<file path="config.mk">
export PLATFORM = sky130hd
export DESIGN_NAME = armleocpu_tlb_assoc_flat
export DESIGN_NICKNAME = d
export VERILOG_FILES = /design/src/rtl/armleocpu_tlb_assoc_if.sv /design/src/rtl/armleocpu_tlb_assoc.sv /design/src/flat_wrapper.sv
export SDC_FILE = /design/constraint.sdc
export NUM_CORES = 2
export LEC_CHECK = 0
export CORE_MARGIN = 2
export CORE_UTILIZATION = 55
export DETAILED_ROUTE_END_ITERATION = 12
export DONT_BUFFER_PORTS = 1
export GPL_TIMING_DRIVEN = 0
export PLACE_DENSITY = 0.7
export RECOVER_POWER = 25
export SETUP_SLACK_MARGIN = 0.5
export SYNTH_ARGS = -nofsm -noshare
export SYNTH_HDL_FRONTEND = slang
export SYNTH_SLANG_ARGS = --single-unit
export TNS_END_PERCENT = 50
</file>
<file path="constraint.sdc">
create_clock -name clk -period 10.7 [get_ports clk]
set_clock_uncertainty 0.15 [all_clocks]
set_input_delay 2.14 -clock clk [delete_from_list [all_inputs] [get_ports clk]]
set_output_delay 2.14 -clock clk [all_outputs]
set_load 0.005 [all_outputs]
</file>
<file path="src/rtl/armleocpu_tlb_assoc_if.sv">
// armleocpu_tlb_assoc_if: resolve, fill and flush bundle between requesters and the associative TLB
interface armleocpu_tlb_assoc_if #(
  parameter int WAYS_W = 1
);
  localparam int PHYS_W = 22;
  logic              enable;
  logic [19:0]       virtual_address;
  logic              resolve;
  logic              write;
  logic              invalidate;
  logic [19:0]       virtual_address_w;
  logic [7:0]        accesstag_w;
  logic [PHYS_W-1:0] phys_w;
  logic              done;
  logic              miss;
  logic [WAYS_W-1:0] hit_way;
  logic [7:0]        accesstag_r;
  logic [PHYS_W-1:0] phys_r;
  modport master (
    output enable, virtual_address, resolve, write, invalidate,
           virtual_address_w, accesstag_w, phys_w,
    input  done, miss, hit_way, accesstag_r, phys_r
  );
  modport slave (
    input  enable, virtual_address, resolve, write, invalidate,
           virtual_address_w, accesstag_w, phys_w,
    output done, miss, hit_way, accesstag_r, phys_r
  );
endinterface

</file>
<file path="src/rtl/armleocpu_tlb_assoc.sv">
// armleocpu_tlb_assoc: N-way set-associative TLB with per-set round-robin victim choice; ARMLEOCPU_TLB_STATS_EN adds hit/miss counters
module armleocpu_tlb_assoc #(
  parameter int ENTRIES_W = 4,
  parameter int WAYS_W = 1
) (
  input  logic clk,
  input  logic rst,
`ifdef ARMLEOCPU_TLB_STATS_EN
  input  logic        stat_clear,
  output logic [31:0] stat_hits,
  output logic [31:0] stat_misses,
`endif
  armleocpu_tlb_assoc_if.slave bus
);
  localparam int SETS = 2 ** ENTRIES_W;
  localparam int WAYS = 2 ** WAYS_W;
  localparam int TAG_W = 20 - ENTRIES_W;
  localparam int PHYS_W = 22;
  logic [TAG_W-1:0]     tag_a  [SETS][WAYS];
  logic [PHYS_W-1:0]    phys_a [SETS][WAYS];
  logic [6:0]           at_a   [SETS][WAYS];
  logic [WAYS-1:0]      valid  [SETS];
  logic [WAYS_W-1:0]    rr     [SETS];
  logic                 access_r;
  logic                 enable_r;
  logic [19:0]          vpn_r;
  logic [ENTRIES_W-1:0] set_r;
  logic [TAG_W-1:0]     tag_r;
  logic                 hit;
  logic [WAYS_W-1:0]    hway;
  logic [ENTRIES_W-1:0] set_w;
  logic [TAG_W-1:0]     tag_w;
  logic                 m_hit;
  logic [WAYS_W-1:0]    m_way;
  logic                 inv_f;
  logic [WAYS_W-1:0]    inv_way;
  logic [WAYS_W-1:0]    victim;
  logic                 from_rr;
  logic                 do_write;
  logic                 do_inv;
  assign set_r = vpn_r[ENTRIES_W-1:0];
  assign tag_r = vpn_r[19:ENTRIES_W];
  assign set_w = bus.virtual_address_w[ENTRIES_W-1:0];
  assign tag_w = bus.virtual_address_w[19:ENTRIES_W];
  assign do_write = bus.write && !bus.resolve;
  assign do_inv = bus.invalidate && !bus.resolve && !bus.write;
  // lookup of the registered request; a miss leaves hway at 0 so way 0 data is shown
  always_comb begin
    hit = 1'b0;
    hway = '0;
    for (int w = 0; w < WAYS; w++)
      if (valid[set_r][w] && tag_a[set_r][w] == tag_r) begin
        hit = 1'b1;
        hway = WAYS_W'(w);
      end
  end
  assign bus.done = access_r;
  assign bus.miss = access_r && enable_r && !hit;
  assign bus.hit_way = (access_r && enable_r && hit) ? hway : '0;
  assign bus.phys_r = enable_r ? phys_a[set_r][hway] : {2'b00, vpn_r};
  assign bus.accesstag_r = enable_r ? {at_a[set_r][hway], valid[set_r][hway]} : 8'hDF;
  // fill victim: matching entry first, then lowest invalid way, then the round-robin pointer
  always_comb begin
    m_hit = 1'b0;
    m_way = '0;
    inv_f = 1'b0;
    inv_way = '0;
    for (int w = 0; w < WAYS; w++)
      if (valid[set_w][w] && tag_a[set_w][w] == tag_w) begin
        m_hit = 1'b1;
        m_way = WAYS_W'(w);
      end
    for (int w = WAYS - 1; w >= 0; w--)
      if (!valid[set_w][w]) begin
        inv_f = 1'b1;
        inv_way = WAYS_W'(w);
      end
    from_rr = !m_hit && !inv_f;
    victim = m_hit ? m_way : inv_f ? inv_way : rr[set_w];
  end
  // request register, valid bits and round-robin pointers
  always_ff @(posedge clk or posedge rst) begin
    if (rst) begin
      access_r <= 1'b0;
      enable_r <= 1'b0;
      vpn_r <= '0;
      for (int s = 0; s < SETS; s++) begin
        valid[s] <= '0;
        rr[s] <= '0;
      end
    end else begin
      access_r <= bus.resolve;
      if (bus.resolve) begin
        enable_r <= bus.enable;
        vpn_r <= bus.virtual_address;
      end
      if (do_write) begin
        valid[set_w][victim] <= bus.accesstag_w[0];
        if (from_rr) rr[set_w] <= rr[set_w] + 1'b1;
      end
      if (do_inv)
        for (int s = 0; s < SETS; s++) begin
          valid[s] <= '0;
          rr[s] <= '0;
        end
    end
  end
  // entry payload arrays keep their contents through reset and invalidate
  always_ff @(posedge clk) begin
    if (do_write) begin
      tag_a[set_w][victim] <= tag_w;
      phys_a[set_w][victim] <= bus.phys_w;
      at_a[set_w][victim] <= bus.accesstag_w[7:1];
    end
  end
`ifdef ARMLEOCPU_TLB_STATS_EN
  // hit/miss counters sampled on done; clear beats a same-cycle increment
  always_ff @(posedge clk or posedge rst) begin
    if (rst) begin
      stat_hits <= '0;
      stat_misses <= '0;
    end else if (stat_clear) begin
      stat_hits <= '0;
      stat_misses <= '0;
    end else if (access_r) begin
      if (bus.miss) stat_misses <= stat_misses + 1'b1;
      else stat_hits <= stat_hits + 1'b1;
    end
  end
`endif
endmodule

</file>
<file path="src/flat_wrapper.sv">
// flat-port wrapper written by rule: the top's interface ports become plain ports
module armleocpu_tlb_assoc_flat 
#(
  parameter int ENTRIES_W = 4,
  parameter int WAYS_W = 1
)
  (clk, rst, bus_enable, bus_virtual_address, bus_resolve, bus_write, bus_invalidate, bus_virtual_address_w, bus_accesstag_w, bus_phys_w, bus_done, bus_miss, bus_hit_way, bus_accesstag_r, bus_phys_r);
  armleocpu_tlb_assoc_if #(.WAYS_W(WAYS_W)) bus_i ();
  input  logic clk;
  input  logic rst;
  input wire logic [$bits(bus_i.enable)-1:0] bus_enable;
  input wire logic [$bits(bus_i.virtual_address)-1:0] bus_virtual_address;
  input wire logic [$bits(bus_i.resolve)-1:0] bus_resolve;
  input wire logic [$bits(bus_i.write)-1:0] bus_write;
  input wire logic [$bits(bus_i.invalidate)-1:0] bus_invalidate;
  input wire logic [$bits(bus_i.virtual_address_w)-1:0] bus_virtual_address_w;
  input wire logic [$bits(bus_i.accesstag_w)-1:0] bus_accesstag_w;
  input wire logic [$bits(bus_i.phys_w)-1:0] bus_phys_w;
  output wire logic [$bits(bus_i.done)-1:0] bus_done;
  output wire logic [$bits(bus_i.miss)-1:0] bus_miss;
  output wire logic [$bits(bus_i.hit_way)-1:0] bus_hit_way;
  output wire logic [$bits(bus_i.accesstag_r)-1:0] bus_accesstag_r;
  output wire logic [$bits(bus_i.phys_r)-1:0] bus_phys_r;
  assign bus_i.enable = bus_enable;
  assign bus_i.virtual_address = bus_virtual_address;
  assign bus_i.resolve = bus_resolve;
  assign bus_i.write = bus_write;
  assign bus_i.invalidate = bus_invalidate;
  assign bus_i.virtual_address_w = bus_virtual_address_w;
  assign bus_i.accesstag_w = bus_accesstag_w;
  assign bus_i.phys_w = bus_phys_w;
  assign bus_done = bus_i.done;
  assign bus_miss = bus_i.miss;
  assign bus_hit_way = bus_i.hit_way;
  assign bus_accesstag_r = bus_i.accesstag_r;
  assign bus_phys_r = bus_i.phys_r;
  armleocpu_tlb_assoc #(.ENTRIES_W(ENTRIES_W), .WAYS_W(WAYS_W)) u_core (.clk(clk), .rst(rst), .bus(bus_i));
endmodule
</file>
Yosys cells after proc, flatten, opt, wreduce, memory -nomap -nowiden:

Memory sizes are Yosys's and may differ from the RTL's.
Cells that the tools add are included.

* register bits: 70
* memory bits (writable): 1440
* bits of input ports: 76
* word-level logic and storage cells: 132
* memories: 3

* add/subtract/negate cells: 1
* $lt $le $gt $ge: 9
* eq/ne operators: 4
* multiplexer cells: 54
* bitwise logic cells: 4
* reduce and logical (&&, ||, !) cells: 22

Memory list
* u_core.phys_a: depth 16, width 44, read ports 1, clocked after memory_dff 0, write ports 1, RTL line armleocpu_tlb_assoc.sv:20 `logic [PHYS_W-1:0] phys_a [SETS][WAYS];`
* u_core.tag_a: depth 16, width 32, read ports 2, clocked after memory_dff 0, write ports 1, RTL line armleocpu_tlb_assoc.sv:19 `logic [TAG_W-1:0] tag_a [SETS][WAYS];`
* u_core.at_a: depth 16, width 14, read ports 1, clocked after memory_dff 0, write ports 1, RTL line armleocpu_tlb_assoc.sv:21 `logic [6:0] at_a [SETS][WAYS];`

Operator list (number)
* $mux W22: 5
* $mux W32: 3
* $eq A16 B16 Y1: 4
* $mux W16: 4
* $mux W44: 1
* $bwmux W32: 1
* $mux W7: 4
* $demux W22 S1: 1
* $mux W1: 19
* $bmux W2 S4: 2
* $bwmux W16: 1
* $demux W16 S1: 1
* $logic_and A1 B1 Y1: 14
* $mux W14: 1
* $ge A5 B5 Y1 const B: 2
* $mux W2: 5
* $not A4 Y5: 2
* $demux W2 S4: 1
* $mux W8: 1
* $demux W7 S1: 1
* $logic_not A1 Y1: 5
* $lt A5 B1 Y1 const B: 1
* $bmux W1 S4: 1
* $demux W1 S4: 1
* other kinds (9): 13

Longest topological paths before layout:

* depth in word-level cells: 17
* depth in mapped cells: 14

Least setup slack after synthesis:

No wires, ideal clock.

* path type: input-to-reg
* start point: in bus_virtual_address_w[0]
* end point: mem u_core.at_a[14][10] (netlist bit), enable pin
* setup time: 0.503 ns
* arrival: 7.739 ns
* data required time: 10.047 ns
* path slack: 2.307 ns
* stages: 12
* path buffers: 6
* cells stage by stage: buf_6 -> buf_8 -> buf_6 -> buf_4 -> buf_6 -> mux4_2 -> mux4_2 -> nor2_2 -> nor2_1 -> buf_4 -> and2_1 -> nor3_1

* longest elaborated chain between the ends: 14

RTL lines
* start: declaration: RTL line flat_wrapper.sv:16 `input wire logic [$bits(bus_i.virtual_address_w)-1:0] bus_virtual_address_w;`
* branches (longest 14 deep; another with $mem_v2 Z16 W32)
* end: declaration: RTL line armleocpu_tlb_assoc.sv:21

Several ways; the timed one is not identified. The select of a mux whose other input is x is not followed.

Worst setup path after layout:

* start point: reg u_core.vpn_r[3]
* end point: out bus_miss

* longest elaborated chain between the ends: 9

RTL lines
* start: declaration: RTL line armleocpu_tlb_assoc.sv:26 `logic [19:0] vpn_r;`
* start signal: assignment: RTL line armleocpu_tlb_assoc.sv:95 `vpn_r <= bus.virtual_address;`
* branches (longest 6 deep; another with $mem_v2 Z16 W32)
* $mux W1 (*): RTL line armleocpu_tlb_assoc.sv:52 `if (valid[set_r][w] && tag_a[set_r][w] == tag_r) begin`
* $logic_not A1 Y1 (*): RTL line armleocpu_tlb_assoc.sv:58 `assign bus.miss = access_r && enable_r && !hit;`
* $logic_and A1 B1 Y1 (*): RTL line armleocpu_tlb_assoc.sv:58
* end: declaration: RTL line flat_wrapper.sv:20 `output wire logic [$bits(bus_i.miss)-1:0] bus_miss;`

Every way passes the cells marked *. The select of a mux whose other input is x is not followed.

==> metrics <==
ANT nets after route 0; RD Place Congestion 0.967; Sw Ratio 22.9%; Worst-path clk slew around 0.06 ns; Synth Register Bits ~1500; vias in the first global route 34900; TritonRoute pass-1 iters 7; Critical path buffers and inverters 4; final setup fails 0; # port buffers 0; highest routed layer met5; Synth area leader edfxtp_1; Die Ht 347 microns; final instance area a little over 70000 sq um; sequential power share 50.2%; worst-path cell chain buf_1, buf_1, clkbuf_1, clkbuf_1, mux4_2, nand4_1, nor4_1, nor3_1; sequential share of the synthesized area 69.6%; Placement Setup Slack 2.84 ns; CTS Root Cell clkbuf_16; Pint 0.0101 W; Skew-Pair Late Insertion Delay 0.79 ns; Final #Nets 3369; initial drt markers ~4900; maxcap violations 0; XOR/XNOR Fraction of Synth Area 1.08%; Clock power frac 40.5%; largest family of logic cells by synthesized area multiplexers; Post-Syn Nets 3162; Worst-Margin Slew roughly 1.4 ns; worst ir drop on vdd 0.165 mV; commonest cells in the netlist 1440 x edfxtp_1, 578 x mux4_2, 157 x mux2i_1, 136 x nand2_1, 86 x clkbuf_1; layout cells sized above 1 29.6%; final hold vios 0; delay of the slowest critical-path stage 1.10 ns; wire length on met3 20400 microns; Worst EP required 8.41 ns; FMAX approximately 110 MHz; Hold/Removal Path Class register to register; WS Path Type register to primary output; P_sw 0.00299 W; Post-Layout Cell Count slightly below 5000; Distinct cells, synth 64; PnR worst setup slack around 1.9 ns; metal2 WL 88700 microns; RSZ-0062 raised after global routing no; top cells by area, synth edfxtp_1 67%, mux4_2 20%, dfrtp_1 2.7%; Crit path arrival time ~6.5 ns; hpwl dp 122000 microns; cts hold-fix bufs 0; multiplexer share of the synthesized area 23.0%; Post-synth EDFFs 1440; max_slew headroom between 4 and 5%; gr usage total about a third; Synth Area in Compound Gates approximately 1.5%; Comb power frac a little under a tenth; DP Area 67700 sq um; fraction of the mapped netlist area in adder cells 0%; Mapped Avg Cell Area 20.9 sq um; floorplan core area 116000 sq um; startpoint class of the critical path register; grt total ovfl 0; Netlist Area Pre-Place 64600 sq um; count leader, synth edfxtp_1; crit end category primary output; Rows 125; clock buffer count from CTS about 150; largest net degree at the start of global routing 64; P_leak 23.5 nW; vias 34800; top-area cell type share of the netlist area approximately 67%; first-pass GRT wire length 262000 microns; IO Count between 100 and 150; crit path max fanout 12; FILL cells 7908; Routed WL per cell 37.9 microns; dpl cells 4662; Synth Instances 3086; M1 wire length 68700 microns; Synth-to-Final Area Change 12.4%; Final period util 82.4%; Total Wirelength 188000 microns; Async SR Flop Fraction 4.64%; status finished clean; DRC viols 0; Die ar. ~120000 sq um; post_cts resized 0; CTS tree built; setup TNS 0 ns; clock period minus worst slack ~8.8 ns; Initial Util 55.5%; Clock Path Buffers 3; initial antenna violation count 13; critical path's slowest cell clkbuf_1; CP delay by family, top buffers and inverters; H-Tree Depth 4; yosys warns 0; Power Dens Cells 180 nW/um^2; drt via density 7.04; Die X 347 microns; CTS Sinks roughly 1500; fin. max-slew vios 0; simple-gate share of the synthesized area under 10%; Post-CTS Setup Bufs 0; dominant synthesized flop cell edfxtp_1
-- layout by cell type, fill, tap and decap left out, drive strengths merged, types with 13 or more instances in the layout --
cell type / Yosys / final
a2bb2oi: 20 / 20
a211o: 13 / 13
mux2: 23 / 23
nor2b: 42 / 42
a21oi: 29 / 29
clkbuf: 86 / 272
nand2: 136 / 136
edfxtp: 1440 / 1440
xnor2: 68 / 68
buf: 117 / 170
and2: 24 / 24
bufinv: 0 / 14
mux2i: 157 / 157
nor3: 30 / 30
clkinv: 0 / 70
dfrtp: 70 / 70
or3: 22 / 22
nand4: 27 / 27
mux4: 578 / 578
nand3: 28 / 28
nor2: 32 / 32
inv: 41 / 48
-- worst reg2reg max path, stage by stage (launching register included) --
cell and delay (ns):
edfxtp_1 0.40, mux4_2 0.55, nand2_1 0.11, o21ai_0 0.10, o41ai_1 0.85, a31oi_2 0.38
or4_1 0.78, a21oi_4 0.69, buf_16 0.24, buf_12 0.21, buf_16 0.24
-- per-stage QoR --
step,util (%),power [W],hold WS [ns]
finish,62.4,0.0131,0.383
global route,62.4,0.0134,0.410
CTS,62.4,0.0131,0.379
detailed placement,58.2,0.00788,0.372
global placement,57.2,0.00786,0.366
floorplan,-,0.00748,0.350
-- routing by layer --
metal,vias to the layer above,global-route usage (%)
met3,495,7.47
met1,18400,42.4
met2,2445,48.8
li1,13500,-
met4,16,15.2
met5,-,0
-- power by group through the flow --
stage,Clock [W],Sequential [W],Combinational (W)
CTS,0.00532,0.00656,0.00121
floorplan,0,0.00666,0.000819
global route,0.00556,0.00656,0.00125
global placement,0,0.00668,0.00118
finish,0.00530,0.00656,0.00121
detailed placement,0,0.00668,0.00120
-- cell type report --
type / instances / area, sq um / area share [%]
diodes: 7 / 17.5 / 0.0241
plain buffers: 203 / 1070 / 1.47
clock buffers: 186 / 4010 / 5.51
clock inverters: 94 / 910 / 1.25
inverters: 41 / 223 / 0.307
multi-input cells: 1332 / 18400 / 25.4
flip-flops and latches: 1510 / 45000 / 61.9
well taps: 1524 / 1910 / 2.62
repair buffers: 53 / 1100 / 1.51
-- final timing paths --
kind / startpoint / end / slack [ns] / cells after the start
max: u_core.vpn_r[3] / bus_miss / 1.88 / 8
max in group asynchronous: rst / u_core.valid[31] / 8.56 / 2
max reg2reg: u_core.tag_a[6][14] / u_core.phys_a[7][3] / 5.73 / 10
min: u_core.rr[11] / u_core.rr[11] / 0.38 / 2
min reg2reg: u_core.rr[11] / u_core.rr[11] / 0.38 / 2
min in group asynchronous: rst / u_core.rr[10] / 1.13 / 1
-- sequential cells by signal (all words and copies together), names as in the netlist --
name             count
u_core.at_a        224
u_core.bus.done      1
u_core.enable_r      1
u_core.phys_a      704
u_core.rr           16
u_core.tag_a       512
u_core.valid        32
u_core.vpn_r        20
-- cells by family after synthesis --
family | count (synthesis)
DFF | 1510
muxes | 758
and+or+nand+nor | 367
buffers and inverters | 244
AOI/OAI and AO/OA | 127
xor gates and xnor gates | 80
(Power assumes the default switching activity.)
